[config.mk]
export PLATFORM = sky130hd
export DESIGN_NAME = a23_copro15_ext
export DESIGN_NICKNAME = d
export VERILOG_FILES = /design/src/rtl/a23_copro_pkg.sv /design/src/rtl/a23_fault_fifo.sv /design/src/rtl/a23_copro15_ext.sv
export SDC_FILE = /design/constraint.sdc
export NUM_CORES = 1
export LEC_CHECK = 0
export CORE_MARGIN = 3
export CORE_UTILIZATION = 60
export DETAILED_ROUTE_END_ITERATION = 8
export PLACE_DENSITY = 0.94
export RECOVER_POWER = 50
export SLEW_MARGIN = 40
export SYNTH_ARGS = -nofsm -noshare
export SYNTH_HDL_FRONTEND = slang
export SYNTH_SLANG_ARGS = --single-unit
[constraint.sdc]
create_clock -name i_clk -period 10.9 [get_ports i_clk]
set_input_delay 3.27 -clock i_clk [delete_from_list [all_inputs] [get_ports i_clk]]
set_output_delay 3.27 -clock i_clk [all_outputs]
set_load 0.02 [all_outputs]
[src/rtl/a23_copro_pkg.sv]
// -----------------------------------------------------------------------------
// a23_copro_pkg
// Shared definitions for the extended CP15 co-processor:
//   - CRn register numbers and MRC/MCR operation codes
//   - flush handshake state encoding
//   - fault FIFO entry layout
//   - helper that builds the valid-region mask for a given region count
// -----------------------------------------------------------------------------
package a23_copro_pkg;

  // Co-processor register numbers
  localparam logic [3:0] CRN_ID         = 4'd0;
  localparam logic [3:0] CRN_FLUSH      = 4'd1;
  localparam logic [3:0] CRN_CTRL       = 4'd2;
  localparam logic [3:0] CRN_CACHEABLE  = 4'd3;
  localparam logic [3:0] CRN_UPDATEABLE = 4'd4;
  localparam logic [3:0] CRN_DISRUPTIVE = 4'd5;
  localparam logic [3:0] CRN_FSTATUS    = 4'd6;
  localparam logic [3:0] CRN_FADDR      = 4'd7;
  localparam logic [3:0] CRN_FCOUNT     = 4'd8;

  // Co-processor operation codes
  localparam logic [1:0] OP_MRC = 2'd1;
  localparam logic [1:0] OP_MCR = 2'd2;

  // Cache flush handshake states
  typedef enum logic {
    FLUSH_IDLE = 1'b0,
    FLUSH_REQ  = 1'b1
  } flush_state_e;

  // One fault record: 8-bit status plus 32-bit faulting address (40 bits)
  typedef struct packed {
    logic [7:0]  status;
    logic [31:0] address;
  } fault_entry_t;

  // Mask with bits [n-1:0] set; bits at or above n are the unused regions.
  function automatic logic [31:0] region_mask(input int unsigned n);
    if (n >= 32) begin
      return 32'hFFFF_FFFF;
    end
    return (32'd1 << n) - 32'd1;
  endfunction

endpackage

[src/rtl/a23_fault_fifo.sv]
// -----------------------------------------------------------------------------
// a23_fault_fifo
// Small FIFO of fault records with a sticky overflow flag.
// Ports:
//   i_clk, i_rst      clock, synchronous active-high reset
//   i_push            enqueue i_push_data (dropped and flagged when full,
//                     unless a pop happens in the same cycle)
//   i_pop             dequeue the head entry (ignored when empty)
//   i_push_data       fault record to enqueue
//   i_clr_overflow    clear the sticky overflow flag
//   o_head            oldest entry, zero when empty
//   o_empty, o_full   occupancy flags
//   o_count           number of valid entries, 0..DEPTH
//   o_overflow        sticky: a push was dropped because the FIFO was full
// -----------------------------------------------------------------------------
module a23_fault_fifo
  import a23_copro_pkg::*;
#(
  parameter int unsigned DEPTH = 4
) (
  input  logic         i_clk,
  input  logic         i_rst,
  input  logic         i_push,
  input  logic         i_pop,
  input  fault_entry_t i_push_data,
  input  logic         i_clr_overflow,
  output fault_entry_t o_head,
  output logic         o_empty,
  output logic         o_full,
  output logic [4:0]   o_count,
  output logic         o_overflow
);

  localparam int unsigned AW = $clog2(DEPTH);

  fault_entry_t  mem_q [DEPTH];
  logic [AW-1:0] wr_ptr_q, wr_ptr_d;
  logic [AW-1:0] rd_ptr_q, rd_ptr_d;
  logic [4:0]    count_q, count_d;
  logic          overflow_q, overflow_d;
  logic          do_push, do_pop;

  assign o_empty    = (count_q == 5'd0);
  assign o_full     = (count_q == 5'(DEPTH));
  assign o_count    = count_q;
  assign o_overflow = overflow_q;
  assign o_head     = o_empty ? '0 : mem_q[rd_ptr_q];

  always_comb begin
    // NOTE: every output of this block gets a default first so no path leaves a value unassigned, which would otherwise infer a latch.
    wr_ptr_d   = wr_ptr_q;
    rd_ptr_d   = rd_ptr_q;
    count_d    = count_q;
    overflow_d = overflow_q;

    do_pop  = i_pop && !o_empty;
    // A pop in the same cycle frees a slot, so a full FIFO still accepts the push.
    do_push = i_push && (!o_full || do_pop);

    // Pointers are power-of-two wide, so the increment wraps naturally.
    if (do_push) wr_ptr_d = wr_ptr_q + AW'(1);
    if (do_pop)  rd_ptr_d = rd_ptr_q + AW'(1);

    unique case ({do_push, do_pop})
      2'b10:   count_d = count_q + 5'd1;
      2'b01:   count_d = count_q - 5'd1;
      default: count_d = count_q;
    endcase

    // A dropped push outranks a same-cycle clear so no overflow goes unseen.
    if (i_push && !do_push) begin
      overflow_d = 1'b1;
    end else if (i_clr_overflow) begin
      overflow_d = 1'b0;
    end
  end

  always_ff @(posedge i_clk) begin
    // NOTE: sequential state uses non-blocking assignments so every flop samples the pre-edge values regardless of statement order.
    if (i_rst) begin
      wr_ptr_q   <= '0;
      rd_ptr_q   <= '0;
      count_q    <= '0;
      overflow_q <= 1'b0;
    end else begin
      wr_ptr_q   <= wr_ptr_d;
      rd_ptr_q   <= rd_ptr_d;
      count_q    <= count_d;
      overflow_q <= overflow_d;
    end
  end

  // NOTE: the storage array is deliberately not reset; only the pointers and count define which entries are valid, and o_head masks the empty case.
  always_ff @(posedge i_clk) begin
    if (do_push) mem_q[wr_ptr_q] <= i_push_data;
  end

endmodule

[src/rtl/a23_copro15_ext.sv]
// -----------------------------------------------------------------------------
// a23_copro15_ext
// Extended CP15 co-processor for the Amber core: cache control, per-region
// attribute masks, a fault status/address FIFO and a cache flush handshake.
// Ports:
//   i_clk, i_rst            clock, synchronous active-high reset
//   i_fetch_stall           pipeline stall; freezes register updates and pops
//   i_copro_crn             register number
//   i_copro_operation       1 = MRC (read), 2 = MCR (write)
//   i_copro_write_data      MCR data
//   i_fault, i_fault_status, i_fault_address   fault capture strobe and record
//   i_lookup_addr           address for the combinational attribute lookup
//   i_cache_flush_ack       cache finished the requested flush
//   o_copro_read_data       registered MRC data
//   o_cache_enable          cache_control[0]
//   o_cache_flush_req       flush request, held until acknowledged
//   o_copro_stall           high while a flush is outstanding
//   o_cacheable, o_updateable, o_disruptive   attributes of i_lookup_addr
// -----------------------------------------------------------------------------
module a23_copro15_ext
  import a23_copro_pkg::*;
#(
  parameter int unsigned NUM_REGIONS    = 32,
  parameter int unsigned REGION_SHIFT   = 21,
  parameter int unsigned FAULT_DEPTH    = 4,
  parameter logic [2:0]  RST_CACHE_CTRL = 3'b011,
  parameter logic [31:0] RST_CACHEABLE  = 32'h0000_0100,
  parameter logic [31:0] RST_UPDATEABLE = 32'h0000_0101,
  parameter logic [31:0] ID_VALUE       = 32'h4156_0310
) (
  input  logic        i_clk,
  input  logic        i_rst,
  input  logic        i_fetch_stall,
  input  logic [3:0]  i_copro_crn,
  input  logic [1:0]  i_copro_operation,
  input  logic [31:0] i_copro_write_data,
  input  logic        i_fault,
  input  logic [7:0]  i_fault_status,
  input  logic [31:0] i_fault_address,
  input  logic [31:0] i_lookup_addr,
  input  logic        i_cache_flush_ack,
  output logic [31:0] o_copro_read_data,
  output logic        o_cache_enable,
  output logic        o_cache_flush_req,
  output logic        o_copro_stall,
  output logic        o_cacheable,
  output logic        o_updateable,
  output logic        o_disruptive
);

  localparam logic [31:0] REGION_MASK = region_mask(NUM_REGIONS);

  // ---------------------------------------------------------------------------
  // Request decode
  // ---------------------------------------------------------------------------
  logic mcr_en, mrc_en, rd_update, flush_write;

  assign mcr_en      = !i_fetch_stall && (i_copro_operation == OP_MCR);
  assign mrc_en      = !i_fetch_stall && (i_copro_operation == OP_MRC);
  // Read data refreshes on MRC and on idle cycles, never on a write.
  assign rd_update   = !i_fetch_stall && (i_copro_operation != OP_MCR);
  assign flush_write = mcr_en && (i_copro_crn == CRN_FLUSH);

  // ---------------------------------------------------------------------------
  // Fault FIFO
  // ---------------------------------------------------------------------------
  fault_entry_t fault_in, fault_head;
  logic         fifo_empty, fifo_full, fifo_overflow;
  logic [4:0]   fifo_count;

  assign fault_in.status  = i_fault_status;
  assign fault_in.address = i_fault_address;

  a23_fault_fifo #(
    .DEPTH (FAULT_DEPTH)
  ) u_fault_fifo (
    .i_clk          (i_clk),
    .i_rst          (i_rst),
    .i_push         (i_fault && !i_fetch_stall),
    .i_pop          (mrc_en && (i_copro_crn == CRN_FSTATUS)),
    .i_push_data    (fault_in),
    .i_clr_overflow (mcr_en && (i_copro_crn == CRN_FCOUNT)),
    .o_head         (fault_head),
    .o_empty        (fifo_empty),
    .o_full         (fifo_full),
    .o_count        (fifo_count),
    .o_overflow     (fifo_overflow)
  );

  // ---------------------------------------------------------------------------
  // Control registers and read data
  // ---------------------------------------------------------------------------
  logic [2:0]  cache_control_q, cache_control_d;
  logic [31:0] cacheable_q, cacheable_d;
  logic [31:0] updateable_q, updateable_d;
  logic [31:0] disruptive_q, disruptive_d;
  logic [31:0] read_data_q, read_data_d;

  always_comb begin
    cache_control_d = cache_control_q;
    cacheable_d     = cacheable_q;
    updateable_d    = updateable_q;
    disruptive_d    = disruptive_q;
    read_data_d     = read_data_q;

    if (mcr_en) begin
      unique case (i_copro_crn)
        CRN_CTRL:       cache_control_d = i_copro_write_data[2:0];
        CRN_CACHEABLE:  cacheable_d     = i_copro_write_data & REGION_MASK;
        CRN_UPDATEABLE: updateable_d    = i_copro_write_data & REGION_MASK;
        CRN_DISRUPTIVE: disruptive_d    = i_copro_write_data & REGION_MASK;
        default:        ;
      endcase
    end

    // Empty-FIFO reads return zero because fault_head is zeroed when empty.
    if (rd_update) begin
      unique case (i_copro_crn)
        CRN_ID:         read_data_d = ID_VALUE;
        CRN_CTRL:       read_data_d = {29'd0, cache_control_q};
        CRN_CACHEABLE:  read_data_d = cacheable_q;
        CRN_UPDATEABLE: read_data_d = updateable_q;
        CRN_DISRUPTIVE: read_data_d = disruptive_q;
        CRN_FSTATUS:    read_data_d = {24'd0, fault_head.status};
        CRN_FADDR:      read_data_d = fault_head.address;
        CRN_FCOUNT:     read_data_d = {fifo_overflow, 26'd0, fifo_count};
        default:        read_data_d = 32'd0;
      endcase
    end
  end

  always_ff @(posedge i_clk) begin
    if (i_rst) begin
      cache_control_q <= RST_CACHE_CTRL;
      cacheable_q     <= RST_CACHEABLE;
      updateable_q    <= RST_UPDATEABLE;
      disruptive_q    <= 32'd0;
      read_data_q     <= 32'd0;
    end else begin
      cache_control_q <= cache_control_d;
      cacheable_q     <= cacheable_d;
      updateable_q    <= updateable_d;
      disruptive_q    <= disruptive_d;
      read_data_q     <= read_data_d;
    end
  end

  assign o_copro_read_data = read_data_q;
  assign o_cache_enable    = cache_control_q[0];

  // ---------------------------------------------------------------------------
  // Flush handshake: IDLE -> REQ on an MCR to CRn 1; a further MCR while in
  // REQ is remembered in flush_pending_q and re-issues the request after ack.
  // ---------------------------------------------------------------------------
  flush_state_e flush_state_q;
  logic         flush_pending_q;
  logic         flush_req_q;
  logic         pending_next;

  assign pending_next = flush_pending_q || flush_write;

  always_ff @(posedge i_clk) begin
    if (i_rst) begin
      flush_state_q   <= FLUSH_IDLE;
      flush_pending_q <= 1'b0;
      flush_req_q     <= 1'b0;
    end else begin
      unique case (flush_state_q)
        FLUSH_IDLE: begin
          // An ack arriving here is stale and ignored.
          if (flush_write) begin
            flush_state_q <= FLUSH_REQ;
            flush_req_q   <= 1'b1;
          end
        end
        FLUSH_REQ: begin
          if (i_cache_flush_ack) begin
            if (pending_next) begin
              flush_pending_q <= 1'b0;
            end else begin
              flush_state_q <= FLUSH_IDLE;
              flush_req_q   <= 1'b0;
            end
          end else begin
            flush_pending_q <= pending_next;
          end
        end
        default: begin
          flush_state_q   <= FLUSH_IDLE;
          flush_pending_q <= 1'b0;
          flush_req_q     <= 1'b0;
        end
      endcase
    end
  end

  assign o_cache_flush_req = flush_req_q;
  assign o_copro_stall     = flush_req_q;

  // ---------------------------------------------------------------------------
  // Region attribute lookup (combinational)
  // ---------------------------------------------------------------------------
  logic [4:0] lookup_idx;
  logic       lookup_valid;
  logic       unused_lookup_bits;

  assign lookup_idx   = i_lookup_addr[REGION_SHIFT +: 5];
  assign lookup_valid = ({1'b0, lookup_idx} < 6'(NUM_REGIONS));
  // Only the region index field of the lookup address is meaningful.
  assign unused_lookup_bits = ^i_lookup_addr;

  assign o_cacheable  = lookup_valid && cacheable_q[lookup_idx] && cache_control_q[0];
  assign o_updateable = lookup_valid && updateable_q[lookup_idx];
  assign o_disruptive = lookup_valid && disruptive_q[lookup_idx];

endmodule

# ---- Word level (Yosys, flattened, before mapping)
# Memory sizes are Yosys's and may differ from the RTL's. A register that Yosys moved wholly into a read port is not among the register bits.
# Cells that the tools add are included.
dict set report totals {
  regBits 144
  ram_bits 160
  word_cells 89
  memories 1
}
dict set report classes {
  n_mux 25
  bitwise 1
  eq_ne 18
  magnitude_cmp 1
  n_reduce_logical 27
  n_addsub 4
}
# name words word_bits rd rd_clocked_by_memory_dff write_ports line_no
set memory_table {}
lappend memory_table {u_fault_fifo.mem_q 4 40 1 1 1 a23_fault_fifo.sv:36} ;# fault_entry_t mem_q [DEPTH];
# op count
set op_table {}
lappend op_table {{$pmux 32 s8} 1}
lappend op_table {{$mux 40} 1}
lappend op_table {{$eq 4x3->1 const B} 4}
lappend op_table {{$bmux 1 s5} 3}
lappend op_table {{$mux 1} 15}
lappend op_table {{$logic_and 1x1->1} 11}
lappend op_table {{$pmux 5 s2} 1}
lappend op_table {{$reduce_and 2->1} 5}
lappend op_table {{$eq 4x2->1 const B} 2}
lappend op_table {{$ne 2x2->1 const B} 4}
lappend op_table {{$lt 5x6->1 const B} 1}
lappend op_table {{$add 5x1->5 const B} 1}
lappend op_table {{$eq 5x3->1 const B} 1}
lappend op_table {{$logic_not 5->1} 1}
lappend op_table {{$sub 5x1->5 const B} 1}
lappend op_table {{$add 2x1->2 const B} 2}
lappend op_table {{$eq 2x1->1 const B} 2}
lappend op_table {{$eq 2x2->1 const B} 2}
lappend op_table {{$eq 4x1->1 const B} 1}
lappend op_table {{$eq 4x4->1 const B} 1}
lappend op_table {{$logic_not 1->1} 4}
lappend op_table {{$logic_not 4->1} 1}
lappend op_table {{$mux 2} 2}
lappend op_table {{$pmux 1 s2} 2}
lappend op_table {{5 further kinds} 7}

# ---- Longest topological paths before layout
# Gate-level depths: netlist of the first run.
dict set report logic_depth {
  ltp_word 9
  depth_mapped 12
  ltp_nobuf 10
}

# ---- Modules after synthesis
# From an unflattened synthesis of the first run, not the netlist that was laid out.
dict set report hier_totals {
  hier_cells 1111
  hier_area_um2 13281.5
}
# module instances area_per_inst_um2 cells_per_inst seq_area_each_um2
set modules_own_cells {}
lappend modules_own_cells {a23_fault_fifo 1 6774.0 344 5044.8}
lappend modules_own_cells {a23_copro15_ext 1 6507.5 767 2682.6}

# ---- Least setup slack after synthesis of the first run
# No wires, ideal clock.
dict set report synth_timing {
  kind {input -> output}
  start {input i_lookup_addr[22]}
  end {output o_updateable}
  arrival_ns 4.985
  required_time_ns 7.630
  path_buffers 2
  path_stages 5
  setup_slack_ns 2.645
  cell_sequence {clkbuf_1 > clkbuf_1 > mux4_2 > mux4_2 > mux2_2}
}
dict set report synth_between {
  elab_chain_cells 2
}
# item line_no
set synth_rtl {}
lappend synth_rtl {{start: declaration} a23_copro15_ext.sv:40} ;# input logic [31:0] i_lookup_addr,
lappend synth_rtl {{$bmux 1 s5} a23_copro15_ext.sv:213} ;# assign o_updateable = lookup_valid && updateable_q[lookup_idx];
lappend synth_rtl {{$mux 1 (implied by the code)} a23_copro15_ext.sv:213}
lappend synth_rtl {{end: declaration} a23_copro15_ext.sv:47} ;# output logic o_updateable,
# No other way between the ends. The select of a mux whose other input is x is not followed.

# ---- Final worst setup path of the first run
dict set report layout_timing {
  start {input i_lookup_addr[21]}
  end {output o_updateable}
}
# Same word-level chain as after synthesis.

==> run summary, run 1 <==
In this run the number of H-tree levels came out at 1. Of all nets on the critical path, the largest fanout is 23. The fraction of final layout cells with drive strength greater than 1 is 0.121. The number of placement rows is 53. The share of synthesized area occupied by flip-flops and latches came out at 0.590. The flow ran to the end, but the final reports show violations. The floorplan die area came out at 23600 sq um. The kind of cell adding the most delay to the critical path is multiplexers.

The multiplexer share of the synthesized area is 0.129. The first global-routing pass estimated around 54000 um of wire. The headroom to the max-slew limit came out at -0.320.

The total congestion overflow came out at 0. Setup repair after global routing left no endpoint under its margin. CTS placed an instance of clkbuf_16 at the clock tree root. The routability congestion estimate from global placement came out at 0.917. The buffer and inverter count on the worst path is 3. The initial antenna violation count came out at 2. STA classifies the critical path startpoint as an input pin. TritonCTS built the clock tree. For this block, the initial DRC count from the detailed router was 1399. The max-slew violation total from the final report came out at 75. From left edge to right edge, the die measures 154 um. Adding up every negative setup slack in the final design gives 0 ns.

The area growth from synthesis to layout is 18.0%. The largest single stage delay on the critical path is 0.62 ns. The start point of the worst hold path is o_copro_read_data[12]$_SDFFE_PP0P_.

The insertion delay to the later sink of the worst-skew pair is 0.57 ns. The floorplan core area is 21200 sq um. Counting every sink on the clock net gives roughly 300.

For this configuration, the core starts out at a cell density of 0.617. The gate count after technology mapping came out at 1106. The antenna diode count came out at 0. The post-synthesis compound-gate area fraction is 0.123. The worst hold-check slack is 0.459 ns. The count of buffers inserted at the top-level ports came out at ~130. After detailed routing, the number of vias per cell comes to between 6 and 7.

The net count of the finished layout is 1319. The fraction of synthesized cell area in xor and xnor cells is 0.00267. After synthesis, the mean cell area works out to 11.8 sq um. The highest clock frequency the design can meet is 107 MHz.

The number of flops mapped to enable cells by yosys came out at 160. The total length of routed wires is around 34000 um. The total setup violations reported at the end of the flow is 0. The worst hold path class is register to register. The number of storage elements in the synthesis netlist came out at 306. In this run the worst setup path begins at i_lookup_addr[21].

The clock-pin slew on the worst setup and hold paths came out at 0.06 ns. The kind of critical path is input pin to output pin. The leakage power of the design came out at around 5 nW. The pre-antenna-repair detailed-routing pass consisted of 6 iterations. By area, the combinational part of the netlist is dominated by multiplexers. In the finished design, the share of the clock period the worst path needs comes to 0.854. The number of hold-slack violations in the final timing report came out at 0.

The final reports fail on max-capacitance violations, max-slew violations. OpenSTA, run right after detailed placement, puts the worst setup slack at around 1.6 ns. Pin placement for this block handled 153 I/O pins. The maximum root-to-sink buffer count came out at 3. Of the total synthesized cell area, the portion taken by AND, OR, NAND and NOR gates is 0.114.

The number of distinct library cells after synthesis is 60. Entering global routing, the biggest net connects around 110 pins. Traced cell by cell, the critical path runs through clkdlybuf4s50_1, buf_4, mux4_2, mux4_2, mux2_2, clkdlybuf4s50_1. For this design, the slowest cell found on the critical path is mux4_2. Hold repair after CTS inserted 0 buffers. Counting tap cells, the placed design contains a total of 1439 instances. When the netlist entered floorplanning its net count stood at between 1k and 1.5k.

The residual antenna-violating net count after detailed routing came out at 0. The time the final worst path needs with I/O delays and setup came out at just over 9 ns. The number of global-route vias before repair was 9626. Among all flip-flop cells after synthesis, the most frequent one is edfxtp_1.

The transition at the pin with the smallest max-transition slack came out at 1.98 ns. The clock buffer count from CTS is 30. The number of max-capacitance violations reported came out at 2. The arrival time of the worst setup path came out at 6.04 ns.

The yosys synthesis warning count is 0. The maximum vdd ir drop is 177 uV. For this run, design rule violations remaining after detail routing come to 0. STA puts the critical path data required time at roughly 7.6 ns. The number of vias after detailed routing is 9764. In the synthesized netlist the async set-or-reset flop fraction comes to 0. Summing every instance area after synthesis gives 13100 sq um. In this run the critical register-to-register path is launched from u_fault_fifo.o_count[0]$_SDFFE_PP0P_. The worst setup path is captured at an output pin. The power per standard cell area came out at roughly 150 nW/um^2. The smallest setup slack after layout came out at 1.59 ns. The mean routed wirelength per cell is 23.1 um. The arithmetic-cell share of the synthesized area counting full adders, half adders and majority gates came out at 0.00821. The count of cells in the finished layout, fillers not included, comes to 1494. The height of the chip is 154 um. The overall fraction of global-route tracks in use is 0.286.

The count of instances resized after the clock tree is built is 0. The post-CTS setup buffer count is 0. Clock skew on the completed layout was measured at 0.0153 ns.

The estimated wirelength of the detail-placed design is 21800 um.
## per-stage QoR
stage	power [mW]	cell area [sq um]	utilization
2_1_floorplan	1.33	13100	-
3_3_place_gp	1.39	14500	0.682
3_5_place_dp	1.40	14500	0.683
4_1_cts	2.40	15500	0.729
5_1_grt	2.44	15500	0.728
6_report	2.39	15500	0.728
## flip-flops by register name, indices dropped and copies added, names as in the netlist, 2 cells and up, named ones only
| name | count |
|---|---|
| u_fault_fifo.wr_ptr_q | 2 |
| o_copro_read_data | 32 |
| u_fault_fifo.o_count | 5 |
| cacheable_q | 32 |
| cache_control_q | 3 |
| updateable_q | 32 |
| u_fault_fifo.rd_ptr_q | 2 |
| disruptive_q | 32 |
| u_fault_fifo.mem_q | 160 |
## path summary, 6_finish.rpt
check                                          to  slack [ns]  cells past startpoint
max                                  o_updateable        1.59                      6
min            o_copro_read_data[12]$_SDFFE_PP0P_        0.46                      2
max reg2reg  u_fault_fifo.o_count[4]$_SDFFE_PP0P_        7.56                     10
min reg2reg    o_copro_read_data[12]$_SDFFE_PP0P_        0.46                      2
## cells by family after synthesis
| kind of cell | count (synthesis) |
|---|---|
| simple gates | 347 |
| flops | 306 |
| compound gates | 254 |
| buf+inv | 103 |
| mux | 84 |
| fa+ha+maj | 8 |
| xor+xnor | 4 |
## layer usage
metal	GRT usage	up-vias	wire [um]
met5	0	-	22
met4	0.0913	4	1270
met3	0.0560	106	3820
met2	0.467	660	16700
met1	0.393	4752	12700
li1	-	4242	-
## layout make-up
class	count	area, sq um
fillers	1290	5770
clock inverters	15	155
multi-input cells	697	4960
repair buffers	143	1380
clock buffers	40	818
flip-flops and latches	306	7730
well taps	275	344
inverters	18	67.6
## power breakdown
part | switching, mW | internal, mW
logic | 0.0823 | 0.0573
registers | 0.00758 | 1.23
clock network | 0.438 | 0.577
## layout by cell type (no fill, tap or decap), drive strengths merged, types with 5 or more instances in the layout
cell,netlist,routed
a211oi,6,6
a21o,20,20
a21oi,129,129
a221oi,7,7
a22o,13,13
a22oi,21,21
a2bb2oi,16,16
a32oi,5,5
and2,7,7
buf,26,16
clkbuf,59,43
clkdlybuf4s50,0,47
clkinv,0,10
dfxtp,146,146
dlygate4sd3,0,77
edfxtp,160,160
ha,7,7
inv,18,18
mux2i,13,13
mux4,68,68
nand2,263,263
nand2b,8,8
nand3,8,8
nor2,19,19
nor2b,14,14
nor3,9,9
o211ai,5,5
o21ai,16,16
## worst reg2reg max path: stages, from the launching register on
cell,delay [ns]
dfxtp_1,0.38
nor4_2,0.62
nand2_1,0.41
nand3_1,0.27
inv_1,0.11
ha_1,0.32
nor2b_1,0.15
o21ai_0,0.28
a22oi_1,0.14
a2bb2oi_1,0.21
mux2_2,0.35
## cells in the mapped netlist, drive strengths merged (3+ instances only)
| cell type | n | area [sq um] |
|---|---|---|
| a211oi | 6 | 45.0 |
| a21o | 20 | 150 |
| a21oi | 129 | 649 |
| a221oi | 7 | 61.3 |
| a22o | 13 | 114 |
| a22oi | 21 | 158 |
| a2bb2oi | 16 | 140 |
| a31oi | 3 | 25.0 |
| a32oi | 5 | 43.8 |
| and2 | 7 | 43.8 |
| buf | 26 | 139 |
| clkbuf | 59 | 223 |
| dfxtp | 146 | 2920 |
| edfxtp | 160 | 4800 |
| ha | 7 | 87.6 |
| inv | 18 | 67.6 |
| mux2 | 3 | 33.8 |
| mux2i | 13 | 130 |
| mux4 | 68 | 1530 |
| nand2 | 263 | 987 |
| nand2b | 8 | 50.1 |
| nand3 | 8 | 40.0 |
| nor2 | 19 | 71.3 |
| nor2b | 14 | 87.6 |
| nor3 | 9 | 50.1 |
| nor3b | 3 | 22.5 |
| nor4 | 3 | 31.3 |
| o211ai | 5 | 37.5 |
| o21ai | 16 | 80.1 |
| xnor2 | 3 | 26.3 |
(Power assumes the default switching activity.)
==> inputs of run 2 (changes only) <==
- CTS_CLUSTER_DIAMETER: not set -> 100
==> results of run 2 <==
The final DEF is identical to that of run 1; final timing and power are the same.
